===== src/rtl/bcd_pkg.sv =====
// Shared BCD digit type, terminal digit constant and validity check for bcd_counter.
package bcd_pkg;

  typedef logic [3:0] bcd_digit_t;

  localparam bcd_digit_t BCD_MAX = 4'd9;

  function automatic logic is_valid_bcd(input bcd_digit_t d);
    return (d <= BCD_MAX);
  endfunction

endpackage


===== src/rtl/bcd_digit.sv =====
// One BCD decade: counts 0..9 when inc_in is high and flags the ripple to the next decade.
module bcd_digit
  import bcd_pkg::*;
#(
  parameter bcd_digit_t RESET_VALUE = 4'd0
) (
  input  logic       clk,
  input  logic       rst_asyn,
  input  logic       inc_in,
  output bcd_digit_t value,
  output logic       carry
);

  // Illegal codes recover to 0 on the next edge, whether or not this decade is stepping.
  always_ff @(posedge clk or negedge rst_asyn) begin
    if (!rst_asyn) begin
      value <= RESET_VALUE;
    end else if (!is_valid_bcd(value)) begin
      value <= 4'd0;
    end else if (inc_in) begin
      value <= (value == BCD_MAX) ? 4'd0 : 4'(value + 4'd1);
    end
  end

  assign carry = inc_in & (value == BCD_MAX);

endmodule


===== src/rtl/bcd_counter.sv =====
// Cascaded BCD up-counter with async active-low reset and a synchronised release.
// Optional count enable port when BCD_COUNTER_CNT_ENABLE_EN is defined.
module bcd_counter
  import bcd_pkg::*;
#(
  parameter int unsigned                 NUM_DIGITS  = 1,
  parameter logic [4*NUM_DIGITS-1:0]     RESET_VALUE = '0
) (
  input  logic                    clk,
  input  logic                    rst_asyn,
`ifdef BCD_COUNTER_CNT_ENABLE_EN
  input  logic                    cnt_en,
`endif
  output logic [4*NUM_DIGITS-1:0] Q_out,
  output logic                    carry_out
);

  localparam int unsigned W = 4 * NUM_DIGITS;

  function automatic logic [W-1:0] legal_reset(input logic [W-1:0] v);
    for (int i = 0; i < int'(NUM_DIGITS); i++) begin
      if (!is_valid_bcd(v[4*i +: 4])) return '0;
    end
    return v;
  endfunction

  localparam logic [W-1:0] RST_VAL = legal_reset(RESET_VALUE);

  logic [1:0]            sync_q;
  logic                  run;
  logic                  en;
  logic [NUM_DIGITS:0]   inc;
  logic [NUM_DIGITS-1:0] nine;
  logic                  chain_unused;

  // Release synchroniser: counting starts once the first stage has captured the release.
  always_ff @(posedge clk or negedge rst_asyn) begin
    if (!rst_asyn) begin
      sync_q <= 2'b00;
    end else begin
      sync_q <= {sync_q[0], 1'b1};
    end
  end

  assign run = |sync_q;

`ifdef BCD_COUNTER_CNT_ENABLE_EN
  assign en = cnt_en;
`else
  assign en = 1'b1;
`endif

  assign inc[0] = run & en;

  for (genvar k = 0; k < int'(NUM_DIGITS); k++) begin : g_digit
    bcd_digit #(
      .RESET_VALUE (RST_VAL[4*k +: 4])
    ) u_digit (
      .clk      (clk),
      .rst_asyn (rst_asyn),
      .inc_in   (inc[k]),
      .value    (Q_out[4*k +: 4]),
      .carry    (inc[k+1])
    );
    assign nine[k] = (Q_out[4*k +: 4] == BCD_MAX);
  end

  // Terminal count is decoded from state so it also reflects the reset value.
  assign chain_unused = inc[NUM_DIGITS];
  assign carry_out    = en & (&nine);

endmodule


===== config.mk =====
export PLATFORM = sky130hd
export DESIGN_NAME = bcd_counter
export DESIGN_NICKNAME = d
export VERILOG_FILES = /design/src/rtl/bcd_pkg.sv /design/src/rtl/bcd_digit.sv /design/src/rtl/bcd_counter.sv
export SDC_FILE = /design/constraint.sdc
export NUM_CORES = 1
export LEC_CHECK = 0
export CAP_MARGIN = 15
export CELL_PAD_IN_SITES_DETAIL_PLACEMENT = 2
export CELL_PAD_IN_SITES_GLOBAL_PLACEMENT = 2
export CORE_AREA = 3 3 40 42
export CTS_CLUSTER_DIAMETER = 40
export DETAILED_ROUTE_END_ITERATION = 10
export DIE_AREA = 0 0 43 45
export DONT_BUFFER_PORTS = 1
export PLACE_DENSITY = 0.43
export SLEW_MARGIN = 0
export SYNTH_ARGS = -nofsm -noshare
export SYNTH_HDL_FRONTEND = slang
export SYNTH_SLANG_ARGS = --single-unit

===== constraint.sdc =====
create_clock -name clk -period 2.4 [get_ports clk]
set_input_delay 0.48 -clock clk [delete_from_list [all_inputs] [get_ports clk]]
set_output_delay 0.48 -clock clk [all_outputs]
set_load 0.1 [all_outputs]

# After elaboration in Yosys (flattened, before gate mapping)
# Index checks and enable logic that the tools add are counted.
[totals]
output_inout_bits = 5
wordCells = 10
inputBits = 2
register_bits = 6
[classes]
n_addsub = 1
n_reduce_logical = 1
muxes = 3
eq_ne = 2
magnitude_cmp = 1
[op_table]
columns = ["op", "count"]
rows = [
  ["$mux 4", 3],
  ["$add 4x1->4 const B", 1],
  ["$eq 4x4->1 const B", 1],
  ["$le 4x4->1 const B", 1],
  ["$ne 2x1->1 const B", 1],
  ["$reduce_or 2->1", 1],
]

# Logic depth before layout (Yosys ltp)
# Gate-level depths: netlist of run 1.
[depth]
ltp_word = 4
ltp_mapped = 2
ltp_nobuf = 2

# Modules after synthesis
# From an unflattened synthesis of run 1, not the netlist that was laid out.
[unflattened]
hier_cells = 24
hier_area_um2 = 275.3
[by_module_without_submodules]
columns = ["module", "instances", "area_per_inst_um2", "seq_area_each_um2", "cells_per_inst"]
rows = [
  ["bcd_digit", 1, 202.7, 100.1, 19],
  ["bcd_counter", 1, 72.6, 50.0, 5],
]

# Worst setup path after synthesis of run 1
# Ideal clock, no wire load.
[synth_path]
kind = "register to output"
start = "register g_digit[0].u_digit.value[3]"
end = "output carry_out"
stages_incl_launch_ff = 3
required_ns = 1.920
path_buffers = 0
slack_ns = -0.746
arrival_ns = 2.666
path_cell_list = "dfrtp_1 -> or3b_1 -> nor2_1"
[synth_via]
elab_chain_len = 1
[synth_lines]
columns = ["element", "line_no", "text"]
rows = [
  ["start: declaration", "bcd_digit.sv:10", "output bcd_digit_t value,"],
  ["start signal: assignment", "bcd_digit.sv:21", "value <= (value == BCD_MAX) ? 4'd0 : 4'(value + 4'd1);"],
  ["$eq 4x4->1", "bcd_counter.sv:65", "assign nine[k] = (Q_out[4*k +: 4] == BCD_MAX);"],
  ["end: declaration", "bcd_counter.sv:15", "output logic carry_out"],
]
# Every way passes these cells.

# Worst setup path after layout of run 1
[layout_path]
start = "register g_digit[0].u_digit.value[2]"
end = "output carry_out"
# The elaborated chain is that of the path after synthesis.

==> impl_summary.txt, run 1 <==
----------------------------------------------------
[Status]
  Outcome ... completed

[Die]
  Vertical extent of the die ... about 45 um
  Number of placed I/O pins ... 7
  Full die area ... 1940 um^2
  Initial Utilization ... 0.208
  Row count ... 13
  Die boundary width ... between 40 and 50 um
  Core Region ... 1280 um^2

[Place]
  Routability cong. ... around 0.63
  Total of buffers placed on input and output ports ... 0
  Detailed placement HPWL ... 456 um

[Drt]
  DRC violation count after routing ... 0
  Number of antenna-violating nets in the routed design ... 0
  Iteration-0 DRC Markers ... 0
  DRT Pass-1 Iters ... 1
  Via density per instance ... 4.19
  Routed wire length per instance ... approximately 12 um
  DRT Wirelength ... roughly 600 um
  Vias after detailed routing ... 201

[Synthesis]
  Synth area leaders ... dfrtp_1, mux2_2, and2b_2
  Sequential cell area fraction in the yosys report ... 0.561
  Fraction of post-synthesis cell area in the top cell type by area ... 0.561
  Compound-Gate Fraction of Synth Area ... 0.0841
  Yosys Warn Count ... 0
  Synth top cells by count ... dfrtp_1, nor2_1
  Adder-cell area share of the yosys netlist ... 0
  Fraction of synthesis flops using an asynchronous set or reset pin ... 1.00
  Simple logic cell fraction of the synthesized area ... 0.206
  Combinational family with the most area after synthesis ... simple AND/OR/NAND/NOR gates
  Mapped Nets ... 25
  Post-Synthesis Mean Instance Area ... between 10 and 15 um^2
  Mux share of post-synthesis cell area ... 0.121
  Most frequently used cell type in the post-synthesis netlist ... dfrtp_1
  Netlist Area Pre-Place ... 268 um^2
  Number of enable flip-flop cells after synthesis ... 0
  Synth Instances ... 23
  Prevailing post-synth register cell ... dfrtp_1
  Synthesized flop and latch total ... 6
  Largest area contributor in the synthesized netlist ... dfrtp_1
  Post-synthesis xor/xnor area fraction ... 0
  Count of distinct cell types in the synthesized netlist ... 12

[CTS]
  Buffer depth of the longest clock path ... 2
  Latest clock arrival within the worst-skew pair ... 240 ps
  CTS H-Tree Depth ... 1
  Number of setup buffers added after CTS ... 0
  # clock sinks ... 6
  Clock transition at the register clock pins on the worst setup and hold paths after CTS ... 50 ps
  TritonCTS buffer count ... 3
  CTS tree ... yes
  Root buffer selected by CTS ... clkbuf_4

[Worst setup path]
  Worst reg2reg setup slack ... 1110 ps
  Critical path required time ... between 1500 and 2000 ps
  R2R cell count ... 3
  CP startpoint kind ... register
  Series of cell instances along the critical path ... or3b_1 > nor2_4 > buf_12
  WP data arrival ... 1350 ps
  Path type of the worst setup path ... register to output port
  Critical Path End Type ... output port
  Origin of the critical flop-to-flop path ... g_digit[0].u_digit.value[3]
  Delay of the slowest cell on the worst path ... 440 ps
  Worst R2R End ... g_digit[0].u_digit.value[2]
  Worst path slowest cell ... or3b_1
  Worst-path maximum fanout ... 2

[Final layout]
  Final antenna diode count ... 0
  Proportion of layout cells with a drive suffix above 1 ... 0.424
  Final layout net count ... 36
  Synth-to-Final Area Change ... 42.5%

[STA]
  RSZ-0062 raised after global routing ... no
  Finish-stage setup viols ... 0
  Min Clock Period, post-route ... between 1500 and 2000 ps
  Number of hold-slack violations in the final timing report ... 0
  Worst clock skew ... 8.12 ps
  Setup Total Neg Slack ... 0 ps
  Max frequency ... 545 MHz
  Share of the cycle needed by the critical path after routing ... 0.764
  Total count of max-transition violations in the final report ... 0

[Global route]
  GRT Resource Usage Total ... 0.0753
  Largest net degree at the start of global routing ... 8
  Fraction of met3 tracks used by global routing ... 0.0478
  GR met1 Demand/Resource ... 0.0733
  Antenna violations before repair ... 0
  Met2 track demand over resource ... 0.117
  Global routing's busiest layer ... met2
  Aggregate global routing overflow ... 0
  Global-route wire length before repair ... 1.04 mm
  Vias in the first global route ... 247

[Run]
  Max Cap Violations ... 0

[Min path]
  Terminating pin of the worst hold path ... sync_q[1]
  Worst min path class ... register to register
  Cells on Worst Hold Path ... 0
  Hold path startpoint ... sync_q[0]

----------------------------------------------------
## worst max path at each step
stage	to	slack [ps]	from
6_report	carry_out	570	g_digit[0].u_digit.value[2]
3_3_place_gp	carry_out	820	g_digit[0].u_digit.value[2]
2_1_floorplan	carry_out	110	g_digit[0].u_digit.value[1]
3_5_place_dp	carry_out	830	g_digit[0].u_digit.value[2]
5_1_grt	carry_out	500	g_digit[0].u_digit.value[2]
4_1_cts	carry_out	550	g_digit[0].u_digit.value[2]
## per-layer routing
metal,wire [um],share of wire,vias up
met3,55,0.093,2
met4,4,0.0068,0
met2,274,0.47,6
li1,-,-,97
met1,255,0.43,96
met5,0,0,-
## through the flow
step                      hold slack (ps)  area [um^2]   util  std cells  worst slack (ps)
after floorplan                       184          277      -         23               114
after global placement                185          345  0.269         43               820
after detailed placement              185          345  0.269         43               825
after CTS                             434          382  0.297         48               547
after global routing                  459          382  0.297         48               498
final                                 432          382  0.297         48               566
## critical path: cells and delay by family, from the launching register on
family / cells / cell delay [ps]
AND/OR/NAND/NOR: 2 / 560
flip-flops: 1 / 370
buffers and inverters: 1 / 180
## layout make-up
cell class	count	area, um^2
multi-input combinational	16	121
timing repair buffer	6	60.1
tap	15	18.8
clock buffer	4	26.3
inverter	1	3.75
fill	144	903
sequential	6	151
## placed cells by master, fill, tap and decap left out
cell	Yosys	layout
or3b_1	1	1
inv_1	1	1
nor3_1	2	2
buf_4	0	4
conb_1	1	1
mux2_2	2	2
nor2_4	0	1
and2b_2	2	2
dfrtp_2	0	1
clkbuf_1	0	1
nor2_1	3	2
clkbuf_4	0	3
buf_12	0	1
o211ai_1	1	1
dfrtp_1	6	5
o21a_1	2	2
mux2i_1	1	1
nand3b_1	1	1
dlygate4sd3_1	0	1
## registers in the layout, summed over array words and instances, names as in the netlist
name and cells:
sync_q 2, g_digit.u_digit.value 4
## timing repair
item | in CTS | in global routing
endpoints found under the hold margin | 6 | 0
resized for setup | 0 | 0
hold buffers | 1 | 0
## kinds of logic (layout without fill, tap and decap cells)
family / after synthesis / count (layout)
buf+inv: 1 / 11
mux: 3 / 3
simple gates: 9 / 9
compound gates: 3 / 3
other cells: 1 / 1
flops: 6 / 6
Power of run 1 is left out: the tool's default activity adds up to more than one toggle a clock period on the data nets, which glitch-free logic cannot reach.
==> run 2, diff against run 1 <==
--- a/config.mk
+++ b/config.mk
@@ -5,6 +5,7 @@
 export SDC_FILE = /design/constraint.sdc
 export NUM_CORES = 1
 export LEC_CHECK = 0
+export ABC_AREA = 1
 export CAP_MARGIN = 15
 export CELL_PAD_IN_SITES_DETAIL_PLACEMENT = 2
 export CELL_PAD_IN_SITES_GLOBAL_PLACEMENT = 2
@@ -13,7 +14,7 @@
 export DETAILED_ROUTE_END_ITERATION = 10
 export DIE_AREA = 0 0 43 45
 export DONT_BUFFER_PORTS = 1
-export PLACE_DENSITY = 0.43
+export PLACE_DENSITY = 0.58
 export SLEW_MARGIN = 0
 export SYNTH_ARGS = -nofsm -noshare
 export SYNTH_HDL_FRONTEND = slang
==> constraint.sdc (replaced) <==
create_clock -name clk -period 1.6 [get_ports clk]
set_input_delay 0.32 -clock clk [delete_from_list [all_inputs] [get_ports clk]]
set_output_delay 0.32 -clock clk [all_outputs]
set_load 0.1 [all_outputs]
==> run 2 against run 1 <==
Compared with the run above: core utilization increased by 5.3 points; global-route usage increased by 3.3 points; via count increased by 58%; critical endpoint unchanged; clock-buffer cell count unchanged; area after synthesis increased by 20%; synthesized cell count increased by 91%; cell area increased by 18%.
==> impl_summary.txt, run 2 <==
----------------------------------------------------
[Worst setup path]
  Worst-path maximum fanout ... 6 (was 2)
  CP startpoint kind ... register (unchanged)
  Path type of the worst setup path ... register to output port (unchanged)
  Worst reg2reg setup slack ... 280 ps (was 1110 ps)
  Critical Path End Type ... output port (unchanged)
  R2R cell count ... 7 (was 3)
  Cell family contributing the most delay on the critical path ... flip-flops (was simple AND/OR/NAND/NOR gates)
  Worst path slowest cell ... dfrtp_4 (was or3b_1)
  Series of cell instances along the critical path ... nor2_2 > nand3_2 > clkinvlp_4 > buf_12 (was or3b_1 > nor2_4 > buf_12)
  Delay of the slowest cell on the worst path ... 510 ps (was 440 ps)
  Origin of the critical flop-to-flop path ... g_digit[0].u_digit.value[1] (was g_digit[0].u_digit.value[3])
  WP data arrival ... 1230 ps (was 1350 ps)
  Buffering stage count on the worst path with inverters included ... 2 (was 1)
  Critical path required time ... 1280 ps (was 1920 ps)
  Crit path launch ... g_digit[0].u_digit.value[1] (was g_digit[0].u_digit.value[2])
  Worst R2R End ... g_digit[0].u_digit.value[1] (was g_digit[0].u_digit.value[2])

[Global route]
  Met2 track demand over resource ... 0.189 (was 0.117)
  GR met1 Demand/Resource ... 0.117 (was 0.0733)
  GRT Resource Usage Total ... 0.109 (was 0.0753)
  Largest net degree at the start of global routing ... 8 (unchanged)
  Fraction of met3 tracks used by global routing ... 0.0159 (was 0.0478)
  Global routing's busiest layer ... met2 (unchanged)
  Global-route wire length before repair ... 1.50 mm (was 1.04 mm)
  Vias in the first global route ... 349 (was 247)
  Antenna violations before repair ... 0 (unchanged)
  Aggregate global routing overflow ... 0 (unchanged)

[Place]
  Placed insts ... 63 (was 43)
  Detailed placement HPWL ... 707 um (was 456 um)
  Cell area after placement ... 390 um^2 (was 345 um^2)
  Routability cong. ... 0.652 (was 0.632)
  Total of buffers placed on input and output ports ... 0 (unchanged)

[Status]
  Outcome ... completed (unchanged)

[Final layout]
  Most frequent standard cell in the layout excluding fill and tap cells ... nand2_1 (was dfrtp_1)
  Proportion of layout cells with a drive suffix above 1 ... 0.364 (was 0.424)
  Final cell count without fillers ... 70 (was 48)
  Synth-to-Final Area Change ... 39.7% (was 42.5%)
  Flip-flop count of the largest register, all copies and words added ... 4 (unchanged)
  Fillers ... 145 (was 144)
  Register ranked first by flip-flop count ... g_digit.u_digit.value (unchanged)
  Largest registers ranked by flip-flop count ... g_digit.u_digit.value x4, sync_q x2 (unchanged)
  Post-Layout Inst Area ... 449 um^2 (was 382 um^2)
  Final layout net count ... 58 (was 36)
  Commonest non-fill, non-tap cells in the layout ... nand2_1, inv_1, buf_4 (was dfrtp_1, buf_4, clkbuf_4)
  Final antenna diode count ... 0 (unchanged)

[Synthesis]
  Synthesized flop and latch total ... 6 (unchanged)
  Prevailing post-synth register cell ... dfrtp_1 (unchanged)
  Adder-cell area share of the yosys netlist ... 0 (unchanged)
  Largest area contributor in the synthesized netlist ... dfrtp_1 (unchanged)
  Sequential cell area fraction in the yosys report ... 0.467 (was 0.561)
  Synth top cells by count ... nand2_1, inv_1, dfrtp_1 (was dfrtp_1, nor2_1)
  Mapped Nets ... 46 (was 25)
  Number of enable flip-flop cells after synthesis ... 0 (unchanged)
  Mux share of post-synthesis cell area ... 0 (was 0.121)
  Synth Instances ... 44 (was 23)
  Synth area leaders ... dfrtp_1, nand2_1, inv_1 (was dfrtp_1, mux2_2, and2b_2)
  Compound-Gate Fraction of Synth Area ... 0.0584 (was 0.0841)
  Post-synthesis xor/xnor area fraction ... 0 (unchanged)
  Fraction of post-synthesis cell area in the top cell type by area ... 0.467 (was 0.561)
  Fraction of synthesis flops using an asynchronous set or reset pin ... 1.00 (unchanged)
  Count of distinct cell types in the synthesized netlist ... 12 (unchanged)
  Most frequently used cell type in the post-synthesis netlist ... nand2_1 (was dfrtp_1)
  Simple logic cell fraction of the synthesized area ... 0.323 (was 0.206)
  Post-Synthesis Mean Instance Area ... 7.31 um^2 (was 11.6 um^2)
  Netlist Area Pre-Place ... 322 um^2 (was 268 um^2)
  Yosys Warn Count ... 0 (unchanged)
  Combinational family with the most area after synthesis ... simple AND/OR/NAND/NOR gates (unchanged)

[STA]
  Number of hold-slack violations in the final timing report ... 0 (unchanged)
  Worst clock skew ... 6.10 ps (was 8.12 ps)
  Setup Total Neg Slack ... 0 ps (unchanged)
  Worst hold margin ... 376 ps (was 432 ps)
  Max frequency ... approximately 640 MHz
  Finish-stage setup viols ... 0 (unchanged)
  Total count of max-transition violations in the final report ... 0 (unchanged)
  Share of the cycle needed by the critical path after routing ... 0.970
  Min Clock Period, post-route ... 1550 ps

[Drt]
  Via density per instance ... 4.53 (was 4.19)
  DRC violation count after routing ... 0 (unchanged)
  DRT Wirelength ... 848 um (was 589 um)
  Routed wire length per instance ... 12.1 um (was 12.3 um)
  Vias after detailed routing ... 317 (was 201)
  Number of antenna-violating nets in the routed design ... 0 (unchanged)
  DRT Pass-1 Iters ... 1 (unchanged)
  Iteration-0 DRC Markers ... 0 (unchanged)

[CTS]
  CTS tree ... yes (unchanged)
  TritonCTS buffer count ... 3 (unchanged)
  Clock transition at the register clock pins on the worst setup and hold paths after CTS ... 50 ps (about the same)
  Latest clock arrival within the worst-skew pair ... 250 ps (was 240 ps)
  CTS H-Tree Depth ... 1 (unchanged)
  Root buffer selected by CTS ... clkbuf_4 (unchanged)
  # clock sinks ... 6 (unchanged)
  Buffer depth of the longest clock path ... 2 (unchanged)

[Die]
  Number of placed I/O pins ... 7 (unchanged)
  Full die area ... 1940 um^2 (unchanged)
  Vertical extent of the die ... 45 um (unchanged)
  Row count ... 13 (unchanged)
  Core Region ... 1280 um^2 (unchanged)
  Initial Utilization ... 0.250 (was 0.208)
  Die boundary width ... 43 um (unchanged)

[Min path]
  Worst min path class ... input port to async pin (was register to register)

[Run]
  Max Cap Violations ... 0 (unchanged)

----------------------------------------------------
[run 2: what timing repair did]
item	CTS	global route
resized for setup	1	1
buffers inserted	0	2
endpoints found under the setup margin	1	1
endpoints found under the hold margin	6	0
hold buffers	1	0
[run 2: layer usage]
layer  vias to the layer above  wire length [um]
met5                         -                 0
met3                         2                47
li1                        154                 -
met1                       151               374
met4                         0                17
met2                        10               409
[run 2: worst max path at each step]
stage / end / slack (ps) / depth (start not counted)
3_5_place_dp: carry_out / 260 / 4
5_1_grt: carry_out / -20 / 4
4_1_cts: carry_out / 2 / 4
2_1_floorplan: carry_out / -110 / 4
3_3_place_gp: carry_out / 300 / 4
6_report: carry_out / 50 / 4
[run 2: kinds of logic (layout without fill, tap and decap cells)]
logic type             Yosys count  after routing
other                            1              1
flip-flops                       6              6
AND/OR/NAND/NOR                 24             24
AO/OA/AOI/OAI                    3              3
buffers and inverters           10             21
[run 2: metrics by stage]
step            util  worst slack (ps)
5_1_grt        0.350             -16.8
3_3_place_gp   0.304               304
2_1_floorplan      -              -106
6_report       0.350              48.2
3_5_place_dp   0.304               260
4_1_cts        0.336              2.22
[run 2: area by class of cell]
| cell class | instances | area (um^2) | area share |
|---|---|---|---|
| inverters | 9 | 37.5 | 0.0836 |
| well taps | 15 | 18.8 | 0.0418 |
| multi-input cells | 28 | 134 | 0.298 |
| clock buffers | 4 | 26.3 | 0.0585 |
| flip-flops and latches | 6 | 158 | 0.351 |
| repair buffers | 8 | 75.1 | 0.167 |
Power of run 2 is left out for the same reason.
